===== src/rtl/mem_dma_pkg.sv =====
// ---------------------------------------------------------------------------
// mem_dma_pkg
//   Shared definitions for the memory-side DMA copy engine.
//   - ISIZE / DSIZE : default address and data widths of the memory port.
//   - mem_dma_state_e : 2-bit FSM state encoding (IDLE, RD, WR, FIN).
// ---------------------------------------------------------------------------
package mem_dma_pkg;

    localparam int ISIZE = 16;
    localparam int DSIZE = 16;

    typedef enum logic [1:0] {
        MEM_DMA_IDLE = 2'd0,
        MEM_DMA_RD   = 2'd1,
        MEM_DMA_WR   = 2'd2,
        MEM_DMA_FIN  = 2'd3
    } mem_dma_state_e;

endpackage


===== src/rtl/mem_dma.sv =====
// ---------------------------------------------------------------------------
// mem_dma
//   DMA copy engine that masters the single-port synchronous memory while
//   busy=1. On an accepted start it copies len words from src to dst, one
//   read cycle then one write cycle per word, ascending, addresses wrapping
//   modulo 2**AW. len=0 completes immediately with no write.
//
//   Optional build macro MEM_DMA_FILL_EN adds fill/fill_data: with fill=1 the
//   engine skips reads and writes fill_data to dst..dst+len-1, one word per
//   cycle. Without the macro the engine is copy-only.
//
// Ports
//   clk, rst      clock; synchronous active-high reset
//   start         request pulse, honoured only in IDLE
//   src, dst, len transfer descriptor, latched with start
//   busy          high whenever the FSM is not IDLE
//   done          one-cycle pulse in the FIN cycle
//   mem_addr      memory address (holds its last value while idle)
//   mem_wen       memory write enable, forced low during reset
//   mem_wdata     write data (mem_rdata pass-through, or fill_data)
//   mem_rdata     read data for the address presented in the previous cycle
//   fill          [MEM_DMA_FILL_EN] select fill mode, latched with start
//   fill_data     [MEM_DMA_FILL_EN] constant written in fill mode
// ---------------------------------------------------------------------------
module mem_dma
    import mem_dma_pkg::*;
#(
    parameter int AW = ISIZE,
    parameter int DW = DSIZE,
    parameter int LW = AW
) (
    input  logic          clk,
    input  logic          rst,
    input  logic          start,
    input  logic [AW-1:0] src,
    input  logic [AW-1:0] dst,
    input  logic [LW-1:0] len,
    output logic          busy,
    output logic          done,
    output logic [AW-1:0] mem_addr,
    output logic          mem_wen,
    output logic [DW-1:0] mem_wdata,
    input  logic [DW-1:0] mem_rdata
`ifdef MEM_DMA_FILL_EN
    ,
    input  logic          fill,
    input  logic [DW-1:0] fill_data
`endif
);

    mem_dma_state_e state_q, state_d;
    logic [AW-1:0]  src_q, src_d;
    logic [AW-1:0]  dst_q, dst_d;
    logic [LW-1:0]  cnt_q, cnt_d;
    logic [AW-1:0]  addr_q, addr_d;   // last address driven, held while idle

    logic           fill_mode;        // latched fill request for this transfer
    logic           fill_req;         // fill request presented with start
    logic [DW-1:0]  fill_word;

`ifdef MEM_DMA_FILL_EN
    logic          fill_q, fill_d;
    logic [DW-1:0] fill_data_q, fill_data_d;

    assign fill_mode = fill_q;
    assign fill_req  = fill;
    assign fill_word = fill_data_q;
`else
    assign fill_mode = 1'b0;
    assign fill_req  = 1'b0;
    assign fill_word = '0;
`endif

    assign busy = (state_q != MEM_DMA_IDLE);

    // NOTE: every output and next-state value gets a default before the case
    // so no path through the block leaves a signal unassigned (no latches).
    always_comb begin
        state_d   = state_q;
        src_d     = src_q;
        dst_d     = dst_q;
        cnt_d     = cnt_q;
        mem_addr  = addr_q;
        mem_wen   = 1'b0;
        mem_wdata = '0;
        done      = 1'b0;
`ifdef MEM_DMA_FILL_EN
        fill_d      = fill_q;
        fill_data_d = fill_data_q;
`endif

        unique case (state_q)
            MEM_DMA_IDLE: begin
                if (start) begin
                    src_d = src;
                    dst_d = dst;
                    cnt_d = len;
`ifdef MEM_DMA_FILL_EN
                    fill_d      = fill;
                    fill_data_d = fill_data;
`endif
                    if (len == '0)    state_d = MEM_DMA_FIN;
                    else if (fill_req) state_d = MEM_DMA_WR;
                    else               state_d = MEM_DMA_RD;
                end
            end
            MEM_DMA_RD: begin
                mem_addr = src_q;
                state_d  = MEM_DMA_WR;
            end
            MEM_DMA_WR: begin
                mem_addr  = dst_q;
                mem_wen   = 1'b1;
                // Read data arrives this cycle for the address issued in RD.
                mem_wdata = fill_mode ? fill_word : mem_rdata;
                src_d     = src_q + AW'(1);
                dst_d     = dst_q + AW'(1);
                cnt_d     = cnt_q - LW'(1);
                if (cnt_q == LW'(1)) state_d = MEM_DMA_FIN;
                else if (fill_mode)  state_d = MEM_DMA_WR;
                else                 state_d = MEM_DMA_RD;
            end
            MEM_DMA_FIN: begin
                done    = 1'b1;
                state_d = MEM_DMA_IDLE;
            end
            default: state_d = MEM_DMA_IDLE;
        endcase

        // The memory is reloading its image during reset; never write into it.
        if (rst) mem_wen = 1'b0;

        addr_d = mem_addr;
    end

    // NOTE: sequential state uses non-blocking assignments only, so every
    // flop samples its _d value from before this edge.
    always_ff @(posedge clk) begin
        if (rst) begin
            state_q <= MEM_DMA_IDLE;
            src_q   <= '0;
            dst_q   <= '0;
            cnt_q   <= '0;
            addr_q  <= '0;
`ifdef MEM_DMA_FILL_EN
            fill_q      <= 1'b0;
            fill_data_q <= '0;
`endif
        end else begin
            state_q <= state_d;
            src_q   <= src_d;
            dst_q   <= dst_d;
            cnt_q   <= cnt_d;
            addr_q  <= addr_d;
`ifdef MEM_DMA_FILL_EN
            fill_q      <= fill_d;
            fill_data_q <= fill_data_d;
`endif
        end
    end

endmodule


===== config.mk =====
export PLATFORM = sky130hd
export DESIGN_NAME = mem_dma
export DESIGN_NICKNAME = d
export VERILOG_FILES = /design/src/rtl/mem_dma_pkg.sv /design/src/rtl/mem_dma.sv
export SDC_FILE = /design/constraint.sdc
export NUM_CORES = 1
export LEC_CHECK = 0
export BUFFER_PORTS_ARGS = -buffer_cell sky130_fd_sc_hd__clkbuf_2
export CORE_MARGIN = 3
export CORE_UTILIZATION = 45
export CTS_CLUSTER_SIZE = 20
export DETAILED_ROUTE_END_ITERATION = 12
export PLACE_DENSITY_LB_ADDON = 0.1
export SYNTH_ARGS = -nofsm -noshare
export SYNTH_HDL_FRONTEND = slang
export SYNTH_SLANG_ARGS = --single-unit

===== constraint.sdc =====
create_clock -name clk -period 5.7 [get_ports clk]
set_input_delay 0.285 -clock clk [delete_from_list [all_inputs] [get_ports clk]]
set_output_delay 0.285 -clock clk [all_outputs]
set_load 0.02 [all_outputs]

==> flow_summary.json, run 1 <==
{
  "die_h_microns": 101,
  "final-hold-violation-count": 0,
  "synth_fp_nets": 606,
  "io_buffers": 101,
  "die_x_microns": 101,
  "regToRegEndpoint": "src_q[13]",
  "synth_flop_cell": "dfxtp_1",
  "p_per_area_nw_per_um2": 598,
  "cts_tree": "done",
  "cts-buffers-inserted": 9,
  "fillers": 876,
  "gp_congestion": 0.898,
  "multi_input_area_sq_um": 2540,
  "period_share": 0.508,
  "vias_per_cell": 6.15,
  "report.final.setup_viol": 0,
  "yosysTopAreaCell": "dfxtp_1",
  "antenna_found_initial": 0,
  "antennaDiodeCount": 0,
  "maxSlewViolCount": 0,
  "async_flop_share": 0,
  "num_rows": 34,
  "seqCellArea_sq_um": 1320,
  "root_buffer": "clkbuf_8",
  "grt_pass1_vias": 3962,
  "drc_errors": 0,
  "io_pins": 102,
  "critPathArrivalTime_ns": 2.61,
  "hpwl_mm": 8.50,
  "yosysMostFrequentCell": "dfxtp_1",
  "dpl-instance-area_sq_um": 4580,
  "drtPass1Iterations": 5,
  "finalNetCount": 676,
  "hp-class": "in -> reg",
  "rr_worst_depth": 6,
  "tightest_slew_ns": 0.876,
  "setup_tns_ns": 0,
  "post_cts.repair.setup_buffers": 0,
  "clock_sinks": 66,
  "r2r_slack_ns": 3.04,
  "dieArea_sq_um": 10200,
  "num_vias": 4393,
  "synth.cell_area_sq_um": 4080,
  "fin_area_sq_um": 4810,
  "start_kind": "flop",
  "gr-total-overflow": 0,
  "avgSynthCellArea_sq_um": 7.68,
  "clock_path_buffers": 2,
  "ctsHoldBuffers": 0,
  "wl_mm": 12.4,
  "critPathMaxFanout": 61,
  "outcome": "complete, no violations",
  "ctsResizeCount": 0,
  "areaGrowthSynthToFinish_pct": 18.0,
  "synth_common_cells": "dfxtp_1 (66), a21oi_1 (56), nor2_1 (50), clkbuf_1 (40), and2_1 (33)",
  "grt_max_degree": 62,
  "netlist.area_leader.share": 0.324,
  "netlist_instances": 531,
  "rsz0062_at_grt": "no",
  "finClkSkew_ns": 0.00906,
  "required_ns": 5.41,
  "drtIter0Drc": 359,
  "hold_depth": 3,
  "clkTransAtPathRegs_ns": 0.07,
  "critical_path_class": "reg -> out",
  "ys_seq_elements": 66,
  "ys_warn_count": 0,
  "cap_violations": 0,
  "cp-end-kind": "output pin",
  "synth.distinct_cells": 59,
  "grtUsageTotal": 0.244,
  "min_period_ns": 2.90,
  "wl_per_cell_microns": 17.3,
  "r2r-start": "state_q[0]",
  "ant_nets": 0,
  "slew_headroom": 0.416,
  "ir_worst_vdd_v": 0.000219,
  "cts-htree-levels": 3,
  "grt_pass1_wl_mm": 20.0,
  "synth_area_leaders": "dfxtp_1 (32%), a21oi_1 (6.9%), and2_1 (5.1%)",
  "power_mw": 2.88,
  "holdPathEnd": "dst_q[0]",
  "p_leak_nw": 1.89,
  "synth_edf_count": 0,
  "yosysSeqAreaShare": 0.324,
  "fmax_mhz": 345,
  "drive_above_1_share": 0.226,
  "clock_latency_ns": 0.35,
  "hp-start": "dst[0]",
  "start_util": 0.465,
  "coreArea_sq_um": 8760
}
worst max path at each step:
stage / slack (ns) / endpoint / start / cells after the start
floorplan: 3.59 / mem_wdata[10] / state_q[0] / 7
global placement: 3.04 / cnt_q[15] / rst / 8
detailed placement: 2.99 / cnt_q[15] / rst / 8
CTS: 2.81 / mem_addr[0] / state_q[0] / 6
global route: 2.63 / mem_addr[6] / state_q[0] / 6
finish: 2.80 / mem_addr[0] / state_q[0] / 6
sequential cells by signal, summed over array words and instances (netlist names):
name and cells:
dst_q 16, cnt_q 16, addr_q 16, src_q 16, state_q 2
cell usage in the layout (no fill, tap or decap), types with 9 or more instances in the layout:
master    instances
nand2_1          31
a21oi_1          56
and2_1           33
nand4_1          14
inv_1            11
clkbuf_8         10
o22ai_1           9
o21ai_0          24
and3_1           10
clkbuf_2        101
nor4_1           14
dfxtp_1          66
nand3_1          17
nor2_1           50
a22oi_1          23
layer usage:
metal | track usage | up-vias | wire (microns)
li1 | - | 2134 | -
met5 | 0 | - | 0
met3 | 0.0393 | 20 | 861
met4 | 0.0787 | 0 | 166
met2 | 0.367 | 168 | 5690
met1 | 0.358 | 2071 | 5640
power by group:
part	total (mW)	switching (mW)	internal, mW	leakage [nW]
registers	0.843	0.214	0.629	0.543
logic	1.58	1.01	0.571	1.24
clock network	0.451	0.193	0.259	0.112
logic make-up after synthesis:
family          count (synthesis)  synth area share
xor+xnor                        1           0.00215
buf+inv                        58            0.0556
flops                          66             0.324
fa+ha+maj                       8            0.0246
mux                            12            0.0304
simple gates                  215             0.285
compound gates                171             0.279
area by class of cell:
cell class / count / area share
clock buffers: 10 / 0.0286
flip-flops and latches: 66 / 0.275
well taps: 108 / 0.0281
multi-input cells: 407 / 0.529
repair buffers: 105 / 0.111
inverters: 12 / 0.00937
clock inverters: 6 / 0.0187
critical path: stages (launching register included):
cell and delay (ns):
dfxtp_1 0.33, inv_1 0.12, ha_2 0.56, buf_4 0.60, a22oi_1 0.19, a21oi_1 0.23, clkbuf_2 0.20
per-stage QoR:
stage	util	hold WS (ns)	instances	setup WS (ns)
finish	0.549	0.205	714	2.80
global route	0.549	0.230	714	2.63
CTS	0.549	0.200	714	2.81
detailed placement	0.523	0.507	698	2.99
global placement	0.523	0.500	698	3.04
floorplan	-	0.456	531	3.59
(Power assumes the default switching activity.)
==> run 2, diff against run 1 <==
clock period = 2.9 ns   (was 5.7 ns; I/O delays follow)
==> flow_summary.json, run 2 (synthesized netlist as in run 1, its figures left out) <==
{
  "outcome": "complete, no violations",
  "r2r_slack_ns": 0.64,
  "cap_violations": 0,
  "antennaDiodeCount": 0,
  "setup_slack_ns": 0.617,
  "antenna_found_initial": 0,
  "drive_above_1_share": 0.234,
  "grt_pass1_wl_mm": 19.7,
  "seqCellArea_sq_um": 1320,
  "p_per_area_nw_per_um2": 1160,
  "fin_util": 0.552,
  "crit_slowest_cell": "buf_4",
  "wl_per_cell_microns": 17.1,
  "setup_tns_ns": 0,
  "dpl-instance-area_sq_um": 4640,
  "crit_chain": "inv_1, ha_2, buf_4, a22oi_1, a21oi_1, clkbuf_2",
  "die_h_microns": 101,
  "finalNetCount": 682,
  "num_vias": 4383,
  "clock_sinks": 66,
  "start_kind": "flop",
  "ant_nets": 0,
  "power_mw": 5.63,
  "gr-total-overflow": 0,
  "io_buffers": 101,
  "fmax_mhz": 438,
  "ctsHoldBuffers": 0,
  "hpwl_mm": 8.75,
  "hold_slack_ns": 0.0798,
  "period_share": 0.787,
  "post-place-ws_ns": 0.636,
  "coreArea_sq_um": 8760,
  "multi_input_area_sq_um": 2540,
  "grt_pass1_vias": 3985,
  "grtUsageTotal": 0.238,
  "clock_path_buffers": 2,
  "finClkSkew_ns": 0.00841,
  "rr_worst_depth": 6,
  "critical_path_class": "reg -> out",
  "root_buffer": "clkbuf_8",
  "mostFrequentLayoutCell": "clkbuf_2",
  "cts_tree": "done",
  "start_util": 0.465,
  "cts-buffers-inserted": 9,
  "ir_worst_vdd_v": 0.000536,
  "ctsResizeCount": 0,
  "final_cell_mix": "clkbuf_2 (101), dfxtp_1 (66), a21oi_1 (56)",
  "num_rows": 34,
  "report.final.setup_viol": 0,
  "final-hold-violation-count": 0,
  "grt_max_degree": 51,
  "maxSlewViolCount": 0,
  "hold_depth": 3,
  "dieArea_sq_um": 10200,
  "tightest_slew_ns": 0.782,
  "die_x_microns": 101,
  "cts-htree-levels": 3,
  "final_cells": 720,
  "critPathArrivalTime_ns": 2.14,
  "wl_mm": 12.3,
  "slew_headroom": 0.474,
  "max_stage_delay_ns": 0.46,
  "areaGrowthSynthToFinish_pct": 18.8,
  "post_cts.repair.setup_buffers": 0,
  "gp_congestion": 0.887,
  "cp-end-kind": "output pin",
  "dp.cells": 704,
  "rsz0062_at_grt": "no",
  "clock_latency_ns": 0.34,
  "vias_per_cell": 6.09,
  "fillers": 862,
  "io_pins": 102,
  "drtPass1Iterations": 5,
  "critPathMaxFanout": 50,
  "hp-class": "in -> reg",
  "drc_errors": 0,
  "p_leak_nw": 1.92,
  "min_period_ns": 2.28,
  "required_ns": 2.76,
  "clkTransAtPathRegs_ns": 0.07,
  "fin_area_sq_um": 4840,
  "drtIter0Drc": 279
}
## run 2: critical path: cells and delay by family (launching register included)
| kind | cells | cell delay [ns] |
|---|---|---|
| fa+ha+maj | 1 | 0.31 |
| compound gates | 2 | 0.37 |
| buf+inv | 3 | 0.76 |
| flops | 1 | 0.33 |
## run 2: layout make-up
type / instances / area share
multi-input cells: 407 / 0.525
flip-flops and latches: 66 / 0.273
repair buffers: 111 / 0.123
clock buffers: 10 / 0.0284
well taps: 108 / 0.0279
clock inverters: 6 / 0.0134
inverters: 12 / 0.00930
## run 2: path summary, 6_finish.rpt
kind | start | to
max | state_q[0] | mem_addr[1]
min reg2reg | cnt_q[8] | cnt_q[8]
max reg2reg | state_q[1] | cnt_q[0]
min | dst[0] | dst_q[0]
## run 2: layer usage
layer,routed length (microns),up-vias,global-route usage
met1,5590,2055,0.330
met3,841,13,0.0523
met2,5780,168,0.380
met4,119,0,0.0521
met5,0,-,0
li1,-,2147,-
## run 2: where the power goes
part	total (mW)	switching (mW)	internal (mW)
Clock	0.800	0.378	0.422
Combinational	3.18	1.99	1.18
Sequential	1.66	0.419	1.24
